**config.mk**
```make
export PLATFORM = sky130hd
export DESIGN_NAME = audio_upsampler_flat
export DESIGN_NICKNAME = d
export VERILOG_FILES = /design/src/rtl/audio_upsampler_pkg.sv /design/src/rtl/audio_upsampler_if.sv /design/src/rtl/upsample_lerp_ch.sv /design/src/rtl/audio_upsampler.sv /design/src/flat_wrapper.sv
export SDC_FILE = /design/constraint.sdc
export NUM_CORES = 1
export LEC_CHECK = 0
export ABC_AREA = 1
export CORE_AREA = 2 2 178 145
export CTS_CLUSTER_SIZE = 30
export DETAILED_ROUTE_END_ITERATION = 10
export DIE_AREA = 0 0 180 147
export PLACE_DENSITY = 0.76
export SLEW_MARGIN = 10
export SYNTH_ARGS = -nofsm -noshare
export SYNTH_HDL_FRONTEND = slang
export SYNTH_SLANG_ARGS = --single-unit
```
**constraint.sdc**
```tcl
create_clock -name clk -period 3.53 [get_ports clk]
set_input_delay 0.706 -clock clk [delete_from_list [all_inputs] [get_ports clk]]
set_output_delay 0.706 -clock clk [all_outputs]
set_load 0.03 [all_outputs]
```
**src/rtl/audio_upsampler_pkg.sv**
```systemverilog
// audio_upsampler_pkg: shared widths, FSM encoding and burst-length helper for the upsampler
package audio_upsampler_pkg;
  localparam int DATA_WIDTH = 32;
  localparam int CH_WIDTH = 16;
  localparam int ACC_WIDTH = CH_WIDTH + 4;
  typedef enum logic [2:0] {IDLE, RD, WAIT, LOAD, WR} state_t;
  function automatic logic [2:0] last_idx(input logic [1:0] s);
    return 3'((4'd1 << s) - 4'd1);
  endfunction
endpackage

```
**src/rtl/audio_upsampler_if.sv**
```systemverilog
// audio_upsampler_if: ADC FIFO read side and DAC FIFO write side; master = upsampler, slave = FIFOs
interface audio_upsampler_if;
  logic adcfifo_empty;
  logic adcfifo_read;
  logic [audio_upsampler_pkg::DATA_WIDTH-1:0] adcfifo_readdata;
  logic dacfifo_full;
  logic dacfifo_write;
  logic [audio_upsampler_pkg::DATA_WIDTH-1:0] dacfifo_writedata;
  modport master (
    input  adcfifo_empty, adcfifo_readdata, dacfifo_full,
    output adcfifo_read, dacfifo_write, dacfifo_writedata
  );
  modport slave (
    output adcfifo_empty, adcfifo_readdata, dacfifo_full,
    input  adcfifo_read, dacfifo_write, dacfifo_writedata
  );
endinterface

```
**src/rtl/upsample_lerp_ch.sv**
```systemverilog
// upsample_lerp_ch: one channel; load latches cur/diff/acc, step advances acc, commit moves cur to prev, dout = hold or acc>>>s
module upsample_lerp_ch
  import audio_upsampler_pkg::*;
(
  input  logic clk,
  input  logic rst,
  input  logic load,
  input  logic step,
  input  logic commit,
  input  logic [1:0] s_load,
  input  logic [1:0] s,
  input  logic interp,
  input  logic signed [CH_WIDTH-1:0] din,
  output logic signed [CH_WIDTH-1:0] dout
);
  logic signed [CH_WIDTH-1:0] prev, cur;
  logic signed [CH_WIDTH:0] diff, diff_n;
  logic signed [ACC_WIDTH-1:0] acc;
  assign diff_n = {din[CH_WIDTH-1], din} - {prev[CH_WIDTH-1], prev};
  assign dout = interp ? CH_WIDTH'(acc >>> s) : cur;
  always_ff @(posedge clk) begin
    if (rst) begin
      prev <= '0;
      cur <= '0;
      diff <= '0;
      acc <= '0;
    end else begin
      if (load) begin
        cur <= din;
        diff <= diff_n;
        acc <= (ACC_WIDTH'(prev) <<< s_load) + ACC_WIDTH'(diff_n);
      end else if (step) acc <= acc + ACC_WIDTH'(diff);
      if (commit) prev <= cur;
    end
  end
endmodule

```
**src/rtl/audio_upsampler.sv**
```systemverilog
// audio_upsampler: reads one ADC stereo word, writes 2^shift DAC words (hold or lerp); ports clk, reset, shift, interp_en, busy, fifo handshake
module audio_upsampler
  import audio_upsampler_pkg::*;
(
  input  logic clk,
  input  logic reset,
  input  logic [1:0] shift,
  input  logic interp_en,
  output logic busy,
  audio_upsampler_if.master fifo
);
  state_t state;
  logic [2:0] j;
  logic [1:0] s_q;
  logic mode, load, wr_ok, last;
  logic [CH_WIDTH-1:0] word_a, word_b;
  always_comb begin
    load = state == LOAD;
    wr_ok = state == WR && !fifo.dacfifo_full;
    last = wr_ok && j == last_idx(s_q);
  end
  assign busy = state != IDLE;
  assign fifo.adcfifo_read = state == RD;
  assign fifo.dacfifo_write = wr_ok;
  assign fifo.dacfifo_writedata = {word_a, word_b};
  always_ff @(posedge clk) begin
    if (reset) begin
      state <= IDLE;
      j <= '0;
      s_q <= '0;
      mode <= 1'b0;
    end else begin
      case (state)
        IDLE: if (!fifo.adcfifo_empty) state <= RD;
        RD: state <= WAIT;
        WAIT: state <= LOAD;
        LOAD: begin
          state <= WR;
          j <= '0;
          s_q <= shift;
          mode <= interp_en;
        end
        WR: if (wr_ok) begin
          j <= j + 3'd1;
          if (last) state <= IDLE;
        end
        default: state <= IDLE;
      endcase
    end
  end
  upsample_lerp_ch u_a (
    .clk(clk), .rst(reset), .load(load), .step(wr_ok), .commit(last),
    .s_load(shift), .s(s_q), .interp(mode),
    .din(fifo.adcfifo_readdata[DATA_WIDTH-1:CH_WIDTH]), .dout(word_a)
  );
  upsample_lerp_ch u_b (
    .clk(clk), .rst(reset), .load(load), .step(wr_ok), .commit(last),
    .s_load(shift), .s(s_q), .interp(mode),
    .din(fifo.adcfifo_readdata[CH_WIDTH-1:0]), .dout(word_b)
  );
endmodule

```
**src/flat_wrapper.sv**
```systemverilog
// flat-port wrapper written by rule: the top's interface ports become plain ports
module audio_upsampler_flat import audio_upsampler_pkg::*;
  (clk, reset, shift, interp_en, busy, fifo_adcfifo_empty, fifo_adcfifo_readdata, fifo_dacfifo_full, fifo_adcfifo_read, fifo_dacfifo_write, fifo_dacfifo_writedata);
  audio_upsampler_if fifo_i ();
  input  logic clk;
  input  logic reset;
  input  logic [1:0] shift;
  input  logic interp_en;
  output logic busy;
  input wire logic [$bits(fifo_i.adcfifo_empty)-1:0] fifo_adcfifo_empty;
  input wire logic [$bits(fifo_i.adcfifo_readdata)-1:0] fifo_adcfifo_readdata;
  input wire logic [$bits(fifo_i.dacfifo_full)-1:0] fifo_dacfifo_full;
  output wire logic [$bits(fifo_i.adcfifo_read)-1:0] fifo_adcfifo_read;
  output wire logic [$bits(fifo_i.dacfifo_write)-1:0] fifo_dacfifo_write;
  output wire logic [$bits(fifo_i.dacfifo_writedata)-1:0] fifo_dacfifo_writedata;
  assign fifo_i.adcfifo_empty = fifo_adcfifo_empty;
  assign fifo_i.adcfifo_readdata = fifo_adcfifo_readdata;
  assign fifo_i.dacfifo_full = fifo_dacfifo_full;
  assign fifo_adcfifo_read = fifo_i.adcfifo_read;
  assign fifo_dacfifo_write = fifo_i.dacfifo_write;
  assign fifo_dacfifo_writedata = fifo_i.dacfifo_writedata;
  audio_upsampler u_core (.clk(clk), .reset(reset), .shift(shift), .interp_en(interp_en), .busy(busy), .fifo(fifo_i));
endmodule
```
; Word-level counts from Yosys, hierarchy flattened
; Cells that the tools add are included.
[totals]
regBits = 147
in_bits = 39
output_inout_bits = 35
word_cells = 54
[classes]
n_addsub = 8
eq_ne = 8
shift = 5
muxes = 12
n_reduce_logical = 9
[ops]
columns = cell, n
row1 = 20-bit by 17-bit adder with 20-bit output, 4
row2 = 20-bit two-way mux, 4
row3 = 16-bit by 2-bit <<< shifter with 20-bit output, 2
row4 = 20-bit by 2-bit >>> shifter with 16-bit output, 2
row5 = 16-bit by 16-bit subtractor with 17-bit output, 2
row6 = 16-bit two-way mux, 2
row7 = 3-bit case mux with 5 select lines, 1
row8 = 3-bit two-way mux, 4
row9 = "3-bit by 2-bit equality test with 1-bit output, second input constant", 2
row10 = 3-bit case mux with 2 select lines, 1
row11 = "2-bit inequality test, second input constant", 2
row12 = 2-bit nonzero test, 2
row13 = "3-bit by 1-bit adder with 3-bit output, second input constant", 1
row14 = "3-bit by 1-bit equality test with 1-bit output, second input constant", 1
row15 = 3-bit equality test, 1
row16 = "3-bit equality test, second input constant", 1
row17 = 3-bit logical NOT, 1
row18 = 3-bit AND reduction, 1
row19 = 3-bit nonzero test, 1
row20 = "1-bit by 2-bit left shift with 3-bit output, first input constant", 1
row21 = "3-bit by 1-bit subtractor with 3-bit output, second input constant", 1
row22 = 1-bit logical AND, 2
row23 = "2-bit by 1-bit inequality test with 1-bit output, second input constant", 1
row24 = 2-bit AND reduction, 1
row25 = 1-bit logical NOT, 1

; Longest topological paths before layout
[logic_depth]
ltp_word = 7
mapped_depth = 26
mapped_depth_nobuf = 26

; Modules after synthesis
; From an unflattened synthesis, not the netlist that was laid out.
[hier_totals]
hier_cells = 1951
area_unflattened_um2 = 12530.8
[by_module_without_submodules]
columns = mod, n_inst, cells_per_inst, area_per_inst_um2, seq_area_each_um2
row1 = upsample_lerp_ch at u_core.u_a, 1, 942, 6054.6, 1361.3
row2 = upsample_lerp_ch at u_core.u_b, 1, 941, 5994.5, 1361.3
row3 = audio_upsampler, 1, 68, 481.7, 180.2

; Least setup slack after synthesis
; Ideal clock, no wire load.
[synth_path]
path_type = input to register
from = input port fifo_adcfifo_readdata[16]
to = register u_core.u_a.acc[17]
setup_ps = 109
arrival_ps = 3413
t_required_ps = 3421
setup_slack_ps = 8
cell_stages = 24
path_buffers = 0
path_cell_list = inv_1 > ha_1 > fa_1 > inv_1 > nand2_1 > o21ai_2 > nand3_2 > nand2_2 > a31o_2 > xnor2_1 > inv_1 > ha_1 > nand2_1 > nor2_1 > a211oi_1 > nand3_1 > nand3_1 > nand2_1 > nand2_1 > nand4_1 > nand3_1 > nand3_1 > nand2_1 > inv_1
[synth_via]
elab_chain_cells = 3
[synth_lines]
columns = element, line_no
row1 = from (decl), flat_wrapper.sv:11  ; input wire logic [$bits(fifo_i.adcfifo_readdata)-1:0] fifo_adcfifo_readdata;
row2 = 16-bit by 16-bit subtractor with 17-bit output, upsample_lerp_ch.sv:19  ; assign diff_n = {din[CH_WIDTH-1], din} - {prev[CH_WIDTH-1], prev};
row3 = named net u_core.u_a.diff_n[10], upsample_lerp_ch.sv:17  ; logic signed [CH_WIDTH:0] diff, diff_n;
row4 = 20-bit by 17-bit adder with 20-bit output, upsample_lerp_ch.sv:31  ; acc <= (ACC_WIDTH'(prev) <<< s_load) + ACC_WIDTH'(diff_n);
row5 = 20-bit two-way mux, upsample_lerp_ch.sv:28  ; if (load) begin
row6 = to (signal assigned), upsample_lerp_ch.sv:31
row7 = to (signal assigned), upsample_lerp_ch.sv:32  ; end else if (step) acc <= acc + ACC_WIDTH'(diff);
row8 = to (decl), upsample_lerp_ch.sv:18  ; logic signed [ACC_WIDTH-1:0] acc;
; The timed path passes the listed nets, and every way through them passes these cells.
; A chain may end at the register's enable or synchronous reset.

; Worst setup path in the final report
[layout_path]
from = input port fifo_adcfifo_readdata[0]
to = register u_core.u_b.acc[13]
[layout_via]
elab_chain_cells = 3
[layout_lines]
columns = element, line_no
row1 = 16-bit by 16-bit subtractor with 17-bit output, upsample_lerp_ch.sv:19
row2 = named net u_core.u_b.diff_n[10], upsample_lerp_ch.sv:17
row3 = 20-bit by 17-bit adder with 20-bit output, upsample_lerp_ch.sv:31
row4 = 20-bit two-way mux, upsample_lerp_ch.sv:28
row5 = to (signal assigned), upsample_lerp_ch.sv:31
row6 = to (signal assigned), upsample_lerp_ch.sv:32
row7 = to (decl), upsample_lerp_ch.sv:18
; The timed path passes the listed nets, and every way through them passes these cells.

==> flow_summary.toml <==
[critical_path]
cp.required_ps = 3860
reg2reg_depth = 22
crit_path_end = "u_core.u_b.acc[13]$_SDFFE_PP0P_"
critPathKind = "in2reg"
worst_setup_end_kind = "flop"
regToRegEndpoint = "u_core.u_a.acc[13]$_SDFFE_PP0P_"
cp-start-kind = "input port"
critical_path_arrival_ps = 3810
crit_start = "fifo_adcfifo_readdata[0]"
rr_startpoint = "u_core.u_a.prev[0]$_SDFFE_PP0P_"
timing.critical_path.fanout_max = 3
worst-r2r-setup-slack_ps = 200

[power_and_ir_drop]
static-leakage-power_nw = 7.37
p_total_mw = 5.29
power-per-cell-area_nw_per_um2 = 327
p_comb_share_pct = 30.3
seq_power_share_pct = 32.8
cellInternalPower_mw = 3.59
sw_frac_of_total_pct = 32.1
switching_power_mw = 1.70
power_frac_clock_pct = 36.9
ir_worst_vdd_mv = 0.312

[placed_design]
dp_hpwl_um = 30300
placed_cells_incl_taps = 2355
pre_cts_slack_ps = -783
finalWeightedCongestion = 0.934
buffer_ports.inserted = 73

[drt]
drt_wl_total_um = 43100
detail_route.first_pass.iterations = 6
drc = 0
detailedRoute.firstIterationViolations = 1650
routed-via-count = 14004
post_drt_via_cell_ratio = 5.80
antenna_left = 0
avgRoutedWirePerCell_um = 17.9

[synthesis]
postSynthCellCount = 1840
synth.cell_area_um2 = 12100
synth-adder-area-share_pct = 11.8
synth_top_area_cell = "dfxtp_1"
largest_family_of_logic_cells_by_synthesized_area = "compound AO/OA/AOI/OAI gates"
synth-edff-count = 0
area_share_of_the_largest_cell_type_after_synthesis_pct = 24.0
post_synth_xor_area_fraction_pct = 3.54
compound_gate_portion_of_the_synthesized_area_pct = 24.4
dominantRegCellSynth = "dfxtp_1"
ys.warnings.count = 0
yosysSeqAreaShare_pct = 24.0
async_flop_share_pct = 0
syn-num-nets = 1990
synth_mux_area_share_pct = 1.82
yosys.cell_types.count = 55
synthSimpleGateAreaFrac_pct = 24.4
synth_seq_cells = 145
synth.top_cells.by_area = "dfxtp_1, nand2_1, ha_1"
synthesis.area_per_instance_um2 = 6.59

[clock_network]
post_cts_hold_buffer_count = 0
cell_at_the_root_of_the_clock_tree = "clkbuf_16"
cts_buffers = 17
cts.clk_slew.worst_paths_ps = 60
clock_sinks = 145
worst_skew_pair.late_latency_ps = 440
htree_levels = 4
tritoncts = "built"
ctsLongestPathBuffers = 2

[sta]
worst-slew-pin-transition_ps = 1110
timing.setup.tns_ps = 0
slew-limit-headroom_pct = 25.9
worst_hold_slack_ps = 472
fin_skew_ps = 15.1
setup-violations-final = 0
achievable-frequency_mhz = 287
hold_violations = 0
setup_slack_ps = 51.7
grt_setup_unrepaired = "true"
final-max-slew-violation-count = 0
period_minus_slack_ps = 3480
final.period_utilization_pct = 98.5

[status]
status = "finished, final reports clean"

[global_routing]
globalRoute.totalOverflow = 0
grt_first_pass_wirelength_um = 64200
largest_net_degree_at_the_start_of_global_routing = 58
vias_in_the_first_global_route = 12507
antenna_found_initial = 0
groute.usage.overall_pct = 30.1

[floorplanning]
die_extent_in_y_um = 147
core_box_area_um2 = 24800
die_area_um2 = 26500
start_util_pct = 48.9
chipWidth_um = 180
ports = 74
fp-row-count = 52

[finish]
seq_area_um2 = 2910
area_growth_syn_to_layout_pct = 33.4
final_layout_size_suffix_gt1_share_pct = 23.7
final_cell_mix = "nand2_1, buf_4, o21ai_0, inv_1, a21oi_1"
final_cells = 2416
mostFrequentLayoutCell = "nand2_1"
antenna-diode-count = 0
multi_input_area_um2 = 8860
num-fill-cells = 1995
final_net_count = 2230

[min_path]
hp-class = "reg2reg"

[run]
cap_viol_max_count = 0
## cells in the mapped netlist (all sizes together), types with 3 or more instances
library cell,number
nand2,405
o21ai,278
inv,240
a21oi,175
dfxtp,145
nand3,121
ha,105
nor2,67
clkbuf,60
xor2,38
mux2i,22
nor3,22
a31oi,20
nand4,16
buf,15
a211oi,14
xnor2,11
o22ai,10
nand3b,8
or2,8
a31o,7
o31ai,7
fa,6
a21o,5
and2,5
o21a,4
o21bai,4
a221oi,3
clkinv,3
o2111ai,3
## layout make-up
class / instances / area share, %
clock buffer: 22 / 2.99
inverter: 243 / 5.66
tap: 324 / 2.51
timing repair buffer: 296 / 15.3
clock inverter: 9 / 0.805
multi-input combinational: 1377 / 54.8
sequential: 145 / 18.0
## repair_timing
item / 4_1_cts / 5_1_grt
resized for setup: 69 / 90
setup endpoints to repair: 21 / 22
pin swaps: 46 / 39
buffers inserted: 24 / 6
cloned: 0 / 0
## power by group through the flow
stage / registers, mW / logic (mW) / clock network, mW
final: 1.73 / 1.60 / 1.95
after global routing: 1.74 / 1.73 / 2.01
after CTS: 1.73 / 1.43 / 1.94
after detailed placement: 1.77 / 1.32 / 0
after global placement: 1.76 / 1.29 / 0
after floorplan: 1.75 / 0.761 / 0
## per-stage QoR
stage | instance area, um^2 | util, %
global placement | 14400 | 58.2
finish | 16200 | 65.2
CTS | 15600 | 62.8
global route | 16200 | 65.2
detailed placement | 14400 | 58.2
floorplan | 12100 | -
## layer usage
layer  global-route usage, %  vias to the layer above  routed length, um
met5                       0                        -                  0
met4                    8.13                        0                936
met3                    7.21                       71               4840
met2                    43.0                      809              17700
met1                    45.0                     6446              19700
li1                        -                     6678                  -
## cell families after synthesis
logic type	Yosys count
flops	145
fa+ha+maj	111
mux	22
xor+xnor	49
compound gates	541
simple gates	654
buf+inv	318
## worst min-delay path by stage
stage                                        start                         endpoint  slack (ps)  depth (start not counted)
finish              u_core.u_a.cur[0]$_SDFFE_PP0P_  u_core.u_a.prev[0]$_SDFFE_PP0P_         470                          2
global route        u_core.u_a.cur[0]$_SDFFE_PP0P_  u_core.u_a.prev[0]$_SDFFE_PP0P_         510                          2
CTS                 u_core.u_a.cur[0]$_SDFFE_PP0P_  u_core.u_a.prev[0]$_SDFFE_PP0P_         470                          2
detailed placement  u_core.u_a.cur[0]$_SDFFE_PP0P_  u_core.u_a.prev[0]$_SDFFE_PP0P_         460                          2
global placement    u_core.u_a.cur[0]$_SDFFE_PP0P_  u_core.u_a.prev[0]$_SDFFE_PP0P_         450                          2
floorplan           u_core.u_a.cur[0]$_SDFFE_PP0P_  u_core.u_a.prev[0]$_SDFFE_PP0P_         440                          2
## critical path: stages
cell and delay, ps:
dlygate4sd2_1 210, inv_2 60, ha_4 170, fa_2 350, inv_2 70, nand2_2 70, o21ai_4 200, nand3_2 120
nand2_4 100, a31o_4 160, xor2_2 180, inv_2 80, ha_4 260, a21oi_1 250, o2111ai_4 180, nand3_2 110
nand2_2 70, buf_4 140, a21oi_1 100, o21ai_0 90, nand3b_1 80, inv_1 40
## sequential cells by signal, indices dropped and copies added (netlist names)
register,flops
u_core.u_a.acc,19
u_core.u_b.acc,19
u_core.u_a.diff,17
u_core.u_b.diff,17
u_core.u_a.cur,16
u_core.u_a.prev,16
u_core.u_b.cur,16
u_core.u_b.prev,16
u_core.j,3
u_core.state,3
u_core.s_q,2
u_core.mode,1
Power figures use the tool's default switching activity.
